--- config.mk ---
export PLATFORM = sky130hd
export DESIGN_NAME = sdram_cmd_phy
export DESIGN_NICKNAME = d
export VERILOG_FILES = /design/src/rtl/sdram_cmd_phy.sv
export SDC_FILE = /design/constraint.sdc
export NUM_CORES = 1
export LEC_CHECK = 0
export ABC_AREA = 0
export CAP_MARGIN = 20
export CORE_ASPECT_RATIO = 1.1
export CORE_MARGIN = 2
export CORE_UTILIZATION = 44
export DETAILED_ROUTE_END_ITERATION = 10
export PLACE_DENSITY = 0.81
export REMOVE_ABC_BUFFERS = 1
export SYNTH_ARGS = -nofsm -noshare
export SYNTH_HDL_FRONTEND = slang
export SYNTH_SLANG_ARGS = --single-unit
--- constraint.sdc ---
create_clock -name clk -period 2.5 [get_ports clk]
set_clock_uncertainty 0.05 [all_clocks]
set_input_delay 0.5 -clock clk [delete_from_list [all_inputs] [get_ports clk]]
set_output_delay 0.5 -clock clk [all_outputs]
set_load 0.01 [all_outputs]
--- src/rtl/sdram_cmd_phy.sv ---
// SDRAM command/address pin driver: runs the power-up init sequence after reset,
// then forwards scheduler commands to the pins with one cycle of latency.
module sdram_cmd_phy #(
   parameter int W_RADDR        = 13,
   parameter int W_BANKSEL      = 2,
   parameter int W_INIT_CTR     = 16,
   parameter int W_TIME_CTR     = 3,
   parameter int N_INIT_REFRESH = 2,
   parameter int BURST_LEN      = 8
) (
   input  logic                  clk,
   input  logic                  rst_n,
   input  logic [W_INIT_CTR-1:0] cfg_init_wait,
   input  logic [W_TIME_CTR-1:0] time_rp,
   input  logic [W_TIME_CTR-1:0] time_rc,
   input  logic [W_TIME_CTR-1:0] time_mrd,
   input  logic [1:0]            time_cas,
   input  logic                  cmd_vld,
   input  logic                  cmd_ras_n,
   input  logic                  cmd_cas_n,
   input  logic                  cmd_we_n,
   input  logic [W_RADDR-1:0]    cmd_addr,
   input  logic [W_BANKSEL-1:0]  cmd_banksel,
   output logic                  init_done,
   output logic                  cmd_dropped,
   output logic                  sdram_cke,
   output logic                  sdram_cs_n,
   output logic                  sdram_ras_n,
   output logic                  sdram_cas_n,
   output logic                  sdram_we_n,
   output logic [W_RADDR-1:0]    sdram_addr,
   output logic [W_BANKSEL-1:0]  sdram_ba
);

   localparam int                  W_REF     = $clog2(N_INIT_REFRESH + 1);
   localparam logic [W_REF-1:0]    REF_LAST  = W_REF'(N_INIT_REFRESH);
   localparam logic [2:0]          BL_CODE   = 3'($clog2(BURST_LEN));
   localparam logic [W_RADDR-1:0]  ADDR_PALL = W_RADDR'(1) << 10;

   localparam logic [2:0] C_NOP = 3'b111;
   localparam logic [2:0] C_PRE = 3'b010;
   localparam logic [2:0] C_REF = 3'b001;
   localparam logic [2:0] C_LMR = 3'b000;

   // Each state names what is on the pins during that cycle; S_RESET exists only under reset.
   typedef enum logic [3:0] {
      S_RESET, S_POWERUP, S_PRECHARGE, S_WAIT_RP, S_REFRESH,
      S_WAIT_RC, S_LOAD_MODE, S_WAIT_MRD, S_DONE
   } state_t;

   state_t                state, state_nxt, ref_exit;
   logic [W_INIT_CTR-1:0] cnt, cnt_nxt;
   logic [W_REF-1:0]      ref_cnt, ref_cnt_nxt;
   logic [2:0]            pin_cmd_nxt;
   logic [W_RADDR-1:0]    addr_nxt;
   logic [W_BANKSEL-1:0]  ba_nxt;
   logic                  dropped_nxt;

   // A wait of T NOP cycles is counted T-1 down to 0; T = 0 skips the wait state.
   function automatic logic [W_INIT_CTR-1:0] wait_load(input logic [W_TIME_CTR-1:0] t);
      return W_INIT_CTR'(t) - W_INIT_CTR'(1);
   endfunction

   // cmd_vld qualifies cmd_* for a single cycle with no ready: the scheduler may only
   // present commands while init_done = 1; anything earlier is discarded and flagged.
   always_comb begin
      state_nxt   = state;
      cnt_nxt     = cnt;
      ref_cnt_nxt = ref_cnt;
      pin_cmd_nxt = C_NOP;
      addr_nxt    = sdram_addr;
      ba_nxt      = sdram_ba;
      dropped_nxt = cmd_dropped | (cmd_vld & ~init_done);
      ref_exit    = (ref_cnt == REF_LAST) ? S_LOAD_MODE : S_REFRESH;

      case (state)
         S_RESET: begin
            state_nxt = S_POWERUP;
            cnt_nxt   = cfg_init_wait;
         end
         S_POWERUP: begin
            if (cnt == '0) state_nxt = S_PRECHARGE;
            else           cnt_nxt   = cnt - W_INIT_CTR'(1);
         end
         S_PRECHARGE: begin
            if (time_rp == '0) begin
               state_nxt = S_REFRESH;
            end else begin
               state_nxt = S_WAIT_RP;
               cnt_nxt   = wait_load(time_rp);
            end
         end
         S_WAIT_RP: begin
            if (cnt == '0) state_nxt = S_REFRESH;
            else           cnt_nxt   = cnt - W_INIT_CTR'(1);
         end
         S_REFRESH: begin
            if (time_rc == '0) begin
               state_nxt = ref_exit;
            end else begin
               state_nxt = S_WAIT_RC;
               cnt_nxt   = wait_load(time_rc);
            end
         end
         S_WAIT_RC: begin
            if (cnt == '0) state_nxt = ref_exit;
            else           cnt_nxt   = cnt - W_INIT_CTR'(1);
         end
         S_LOAD_MODE: begin
            if (time_mrd == '0) begin
               state_nxt = S_DONE;
            end else begin
               state_nxt = S_WAIT_MRD;
               cnt_nxt   = wait_load(time_mrd);
            end
         end
         S_WAIT_MRD: begin
            if (cnt == '0) state_nxt = S_DONE;
            else           cnt_nxt   = cnt - W_INIT_CTR'(1);
         end
         S_DONE:  state_nxt = S_DONE;
         default: state_nxt = S_RESET;
      endcase

      // Pins are registered from the state being entered, so they line up with it.
      case (state_nxt)
         S_PRECHARGE: begin
            pin_cmd_nxt = C_PRE;
            addr_nxt    = ADDR_PALL;
            ba_nxt      = '0;
         end
         S_REFRESH: begin
            pin_cmd_nxt = C_REF;
            ref_cnt_nxt = ref_cnt + W_REF'(1);
         end
         S_LOAD_MODE: begin
            pin_cmd_nxt = C_LMR;
            addr_nxt    = W_RADDR'({1'b0, time_cas, 1'b0, BL_CODE});
            ba_nxt      = '0;
         end
         default: ;
      endcase

      if (init_done && cmd_vld) begin
         pin_cmd_nxt = {cmd_ras_n, cmd_cas_n, cmd_we_n};
         addr_nxt    = cmd_addr;
         ba_nxt      = cmd_banksel;
      end
   end

   always_ff @(posedge clk or negedge rst_n) begin
      if (!rst_n) begin
         state       <= S_RESET;
         cnt         <= '0;
         ref_cnt     <= '0;
         sdram_cke   <= 1'b0;
         sdram_cs_n  <= 1'b1;
         sdram_ras_n <= 1'b1;
         sdram_cas_n <= 1'b1;
         sdram_we_n  <= 1'b1;
         sdram_addr  <= '0;
         sdram_ba    <= '0;
         init_done   <= 1'b0;
         cmd_dropped <= 1'b0;
      end else begin
         state       <= state_nxt;
         cnt         <= cnt_nxt;
         ref_cnt     <= ref_cnt_nxt;
         sdram_cke   <= 1'b1;
         sdram_cs_n  <= 1'b0;
         {sdram_ras_n, sdram_cas_n, sdram_we_n} <= pin_cmd_nxt;
         sdram_addr  <= addr_nxt;
         sdram_ba    <= ba_nxt;
         init_done   <= (state_nxt == S_DONE);
         cmd_dropped <= dropped_nxt;
      end
   end

endmodule

==> impl_metrics.csv, run 1 <==
group,metric,value,unit
detailed_routing,wire_per_inst,15.6,um
global_routing,overflow,0,
global_routing,grt_pass1_wl,12000,um
sta,max_slew_margin,0.624,
sta,period_share,1.02,
place,place_inst,444,
yosys,synth_most_common_cell,"dfrtp_1",
global_routing,grt_antenna_before_repair,0,
cts,cts_tree,"yes",
yosys,synth_top_area_share,0.385,
yosys,synth_common_cells,"dfrtp_1, o21ai_0, nor2_1",
floorplanning,rows,29,
cts,h-tree-depth,2,
detailed_routing,drt_pre_antenna_iters,5,
yosys,ys_types,55,
yosys,yosys.area.top_type,"dfrtp_1",
yosys,yosys-top-cells-area,"dfrtp_1, o21ai_0, ha_1",
sta,worstMarginPinSlew,560,ps
sta,fmax,392,MHz
run,drv_cap,0,
place,hpwlAfterDp,5290,um
yosys,syn_area_per_cell,9.32,um2
global_routing,grt_use_total,0.225,
cts,clock_sinks,44,
worst_setup_path,required,2640,ps
sta,finalHoldViolCount,0,
floorplanning,die_w,77.3,um
place,portBuffers,69,
cts,clk_pin_slew,90,ps
sta,fin_ws,-54.0,ps
detailed_routing,wl,7080,um
worst_setup_path,worstSetupEndpointType,"flop",
layout,nets,434,
power_and_ir_drop,p_leak,1.67,nW
yosys,ys_seq_elements,44,
status,outcome,"complete, but fails checks",
yosys,netlist_area,2600,um2
detailed_routing,via_per_inst,5.67,
yosys,synth_flop_cell,"dfrtp_1",
yosys,synthArstFlopShare,1.00,
sta,period_minus_slack,2550,ps
floorplanning,io-pin-count,70,
layout,drive_above_1_share,0.204,
power_and_ir_drop,power_density,908,nW/um2
sta,whs,66.3,ps
worst_setup_path,crit_type,"reg2reg",
min_path,min_path_type,"in2async",
yosys,yosys_warnings,0,
sta,drv_slew,0,
yosys,synth_edf_count,0,
worst_setup_path,cp_max_fo,4,
cts,clockBufferDepth,2,
global_routing,grt_max_degree,33,
status,violations,"negative setup slack",
global_routing,grt_pass1_vias,2609,
yosys,synth_cells,279,
floorplanning,die_h,84.6,um
layout,syn_to_final_growth,45.3,%
floorplanning,core_area,5730,um2
detailed_routing,drt_iter0_markers,236,
floorplanning,die_area,6540,um2
layout,fill_cells,485,
layout,postLayoutCoreUtil,0.659,
cts,cts_root_buffer,"clkbuf_8",
cts,cts_hold_buf,0,
detailed_routing,drc,0,
layout,final_cells,455,
sta,rsz0062_at_grt,"yes",
cts,cts_buffers,5,
detailed_routing,ant_nets,0,
worst_setup_path,cp.arrival,2690,ps
power_and_ir_drop,vdd_drop_max,0.406,mV
detailed_routing,dr_total_vias,2581,
sta,finalSetupViolCount,14,
place,gp_congestion,0.904,
floorplanning,start_util,0.454,
worst_setup_path,start_kind,"flop",
cts,clock_latency,300,ps
layout,insertedDiodeCount,0,
yosys,ys_seq_area_frac,0.425,
## cell usage in the layout (no fill, tap or decap), drive strengths merged, types with 4 or more instances in the layout
master         instances
mux2i                  5
ha                     9
dfrtp                 40
nor3                   7
a31oi                 13
inv                   22
a22o                  10
a22oi                  4
buf                   43
o21ai                 27
and3                   6
nor2b                  4
nand3                  4
nand2                  5
nor4                   6
clkdlybuf4s50         65
nor2                  22
o22ai                  7
clkbuf                 5
o31ai                  8
dfstp                  4
a21oi                 13
## kinds of logic after synthesis
logic type,Yosys count,share of synthesized area
other,2,0.00289
adders and majority gates,9,0.0433
and+or+nand+nor,75,0.168
muxes,6,0.0236
DFF,44,0.425
AOI/OAI and AO/OA,101,0.271
buffers and inverters,41,0.0630
xor gates and xnor gates,1,0.00337
## power breakdown
part           switching, W  internal [W]  leakage (nW)
registers          0.000192      0.000937         0.543
logic              0.000876      0.000860          1.07
clock network      0.000265      0.000301        0.0548
total               0.00133       0.00210          1.67
## area by class of cell
cell class,count,area (um2),share of cell area
multi-input cells,194,1370,0.363
flip-flops and latches,44,1110,0.293
repair buffers,111,1010,0.268
well taps,77,96.3,0.0255
inverters,21,78.8,0.0209
clock buffers,5,68.8,0.0182
clock inverters,3,46.3,0.0123
## flip-flops by register name (all words and copies together), names as in the netlist, 2 cells and up
| name | cells |
|---|---|
| cnt | 16 |
| ref_cnt | 2 |
| state | 4 |
| sdram_ba | 2 |
| sdram_addr | 13 |
## per-stage QoR
step / total power, W / instance area (um2) / setup slack (ps) / TNS, ps
6_report: 0.00343 / 3780 / -54.0 / -456
5_1_grt: 0.00367 / 3780 / -136 / -1800
4_1_cts: 0.00339 / 3760 / -46.7 / -489
3_5_place_dp: 0.00277 / 3590 / -480 / -8670
3_3_place_gp: 0.00270 / 3590 / -407 / -7040
2_1_floorplan: 0.00203 / 2520 / -482 / -8180
## worst paths after layout
check | start | to | slack, ps | cells past startpoint
setup / recovery | cnt[0]$_DFFE_PN0P_ | sdram_addr[4]$_DFFE_PN0P_ | -50 | 7
hold / removal | rst_n | sdram_addr[11]$_DFFE_PN0P_ | 70 | 1
setup reg to reg | cnt[0]$_DFFE_PN0P_ | sdram_addr[4]$_DFFE_PN0P_ | -50 | 7
hold reg to reg | cmd_dropped$_DFF_PN0_ | cmd_dropped$_DFF_PN0_ | 420 | 1
max in group asynchronous | rst_n | sdram_cs_n$_DFF_PN1_ | 1690 | 2
min in group clk | cmd_dropped$_DFF_PN0_ | cmd_dropped$_DFF_PN0_ | 420 | 1
## critical path, stage by stage, from the launching register on
cell and delay [ps]:
dfrtp_1 390, inv_2 60, ha_1 140, or4b_4 480, or4_4 560, o211ai_4 270
a31oi_4 150, a221o_1 340
## per-layer routing
metal,vias up,part of all wire,global-route usage
li1,1229,-,-
met1,1247,0.42,0.284
met2,90,0.52,0.390
met3,15,0.045,0.0409
met4,0,0.017,0.0747
met5,-,0,0
## timing repair
item	4_1_cts	5_1_grt
pin swaps	7	3
resized for setup	14	4
buffers inserted	2	1
setup endpoints to repair	18	20
Note: power is estimated with default switching activity, not from simulation.
==> inputs of run 2 (changes only) <==
- SKIP_CTS_REPAIR_TIMING: not set -> 1
- TNS_END_PERCENT: not set -> 50
==> run 2 against run 1 <==
The run still ends with negative setup slack left. Worst setup slack better by 22 ps. Combinational power about the same. Utilization shrank 0.17 points. Sequential share of layout area grew 0.078 points. Die area unchanged. Critical endpoint unchanged. Total power barely moved.
==> impl_metrics.csv, run 2 (synthesized netlist as in run 1, its figures left out) <==
group,metric,value,unit
sta,finalSetupViolCount,13,
cts,clockBufferDepth,2,
layout,syn_to_final_growth,44.9,%
power_and_ir_drop,finalPower,0.00343,W
status,violations,"negative setup slack",
detailed_routing,drt_iter0_markers,285,
detailed_routing,drt_pre_antenna_iters,4,
layout,top_regs,"cnt x16, sdram_addr x13, state x4",
cts,clock_latency,310,ps
power_and_ir_drop,netSwitchingPower,0.00133,W
sta,period_share,1.01,
sta,fmax,395,MHz
cts,cts_root_buffer,"clkbuf_8",
power_and_ir_drop,p_leak,1.68,nW
worst_setup_path,crit_chain,"inv_2, ha_1, or4b_4, or4_4, o211ai_4, a31oi_4, a221o_1",
sta,worstMarginPinSlew,545,ps
min_path,min_path_type,"in2async",
sta,max_slew_margin,0.634,
floorplanning,core_area,5730,um2
cts,h-tree-depth,2,
global_routing,overflow,0,
floorplanning,rows,29,
detailed_routing,wire_per_inst,15.5,um
detailed_routing,ant_nets,0,
status,outcome,"complete, but fails checks",
power_and_ir_drop,seq_power_share,0.329,
sta,rsz0062_at_grt,"yes",
place,hpwlAfterDp,5290,um
worst_setup_path,start_kind,"flop",
layout,insertedDiodeCount,0,
floorplanning,die_area,6540,um2
sta,drv_slew,0,
worst_setup_path,crit_type,"reg2reg",
sta,fin_ws,-32.4,ps
layout,drive_above_1_share,0.194,
worst_setup_path,critPathTopFamily,"simple AND/OR/NAND/NOR gates",
sta,finalHoldViolCount,0,
worst_setup_path,worstSetupEndpointType,"flop",
detailed_routing,dr_total_vias,2553,
floorplanning,start_util,0.454,
layout,final_cells,454,
floorplanning,die_h,84.6,um
place,placed_cell_area,3590,um2
detailed_routing,drc,0,
floorplanning,io-pin-count,70,
layout,largest-register,"cnt",
power_and_ir_drop,intPower,0.00210,W
global_routing,grt_antenna_before_repair,0,
layout,fin_area,3770,um2
layout,final_common_cell,"clkdlybuf4s50_1",
worst_setup_path,critPathMaxStageDelay,580,ps
place,gp_congestion,0.904,
worst_setup_path,crit_buf_inv,1,
power_and_ir_drop,comb_power_share,0.505,
run,drv_cap,0,
layout,largest_reg_flops,16,
cts,clock_sinks,44,
cts,clk_pin_slew,90,ps
worst_setup_path,required,2640,ps
global_routing,grt_max_degree,33,
worst_setup_path,slowest_stage,"or4_4",
detailed_routing,wl,7040,um
sta,period_minus_slack,2530,ps
global_routing,grt_pass1_wl,11700,um
detailed_routing,via_per_inst,5.62,
power_and_ir_drop,vdd_drop_max,0.406,mV
place,portBuffers,69,
layout,nets,433,
worst_setup_path,cp_max_fo,4,
worst_setup_path,cp.arrival,2670,ps
floorplanning,die_w,77.3,um
global_routing,grt_pass1_vias,2551,
power_and_ir_drop,power_density,911,nW/um2
cts,cts_tree,"yes",
power_and_ir_drop,pwr-share-clk,0.166,
global_routing,grt_use_total,0.220,
sta,whs,70.0,ps
power_and_ir_drop,switching_share,0.388,
place,place_inst,444,
layout,layout_common_cells,"clkdlybuf4s50_1, dfrtp_1, buf_4",
cts,cts_buffers,5,
## run 2: changes by cell type in the layout (fill, tap and decap cells not counted), sizes merged
| cell | previous run | this run |
|---|---|---|
| dlygate4sd2 | 3 | 0 |
| buf | 43 | 42 |
| dlymetal6s2s | 0 | 3 |
## run 2: worst paths after layout
kind	cells past startpoint	from	slack, ps	end
max	7	cnt[0]$_DFFE_PN0P_	-30	sdram_addr[4]$_DFFE_PN0P_
min	1	rst_n	70	sdram_addr[11]$_DFFE_PN0P_
max reg2reg	7	cnt[0]$_DFFE_PN0P_	-30	sdram_addr[4]$_DFFE_PN0P_
max in group asynchronous	2	rst_n	1680	sdram_cs_n$_DFF_PN1_
min in group clk	1	cmd_dropped$_DFF_PN0_	420	cmd_dropped$_DFF_PN0_
min reg2reg	1	cmd_dropped$_DFF_PN0_	420	cmd_dropped$_DFF_PN0_
## run 2: worst register-to-register path: cells and delay by family, from the launching register on
kind	cells	cell delay, ps
and+or+nand+nor	2	1050
AOI/OAI and AO/OA	3	730
DFF	1	390
adders and majority gates	1	130
buffers and inverters	1	60
## run 2: metrics by stage
step	setup WS, ps	util	TNS [ps]
2_1_floorplan	-482	-	-8180
3_3_place_gp	-407	0.626	-7040
3_5_place_dp	-480	0.626	-8670
4_1_cts	-151	0.646	-1750
5_1_grt	-120	0.657	-1720
6_report	-32.4	0.657	-282
## run 2: layout make-up
cell class / count / area, um2
clock buffer: 5 / 68.8
clock inverter: 3 / 46.3
fill: 476 / 1960
inverter: 21 / 78.8
multi-input combinational: 194 / 1360
sequential: 44 / 1110
tap: 77 / 96.3
timing repair buffer: 110 / 1020
## run 2: power by group through the flow
stage                     clock network, W  registers [W]  logic [W]
after CTS                         0.000577        0.00112    0.00165
after global placement                   0        0.00112    0.00158
after global routing              0.000601        0.00116    0.00191
after detailed placement                 0        0.00113    0.00164
final                             0.000570        0.00113    0.00173
after floorplan                          0        0.00116   0.000873
## run 2: metal layers
metal | track usage | part of all wire | vias to the layer above | routed length, um
li1 | - | - | 1229 | -
met5 | 0 | 0 | - | 0
met4 | 0.0763 | 0.015 | 0 | 109
met2 | 0.382 | 0.52 | 87 | 3660
met3 | 0.0323 | 0.052 | 15 | 367
met1 | 0.281 | 0.41 | 1222 | 2900
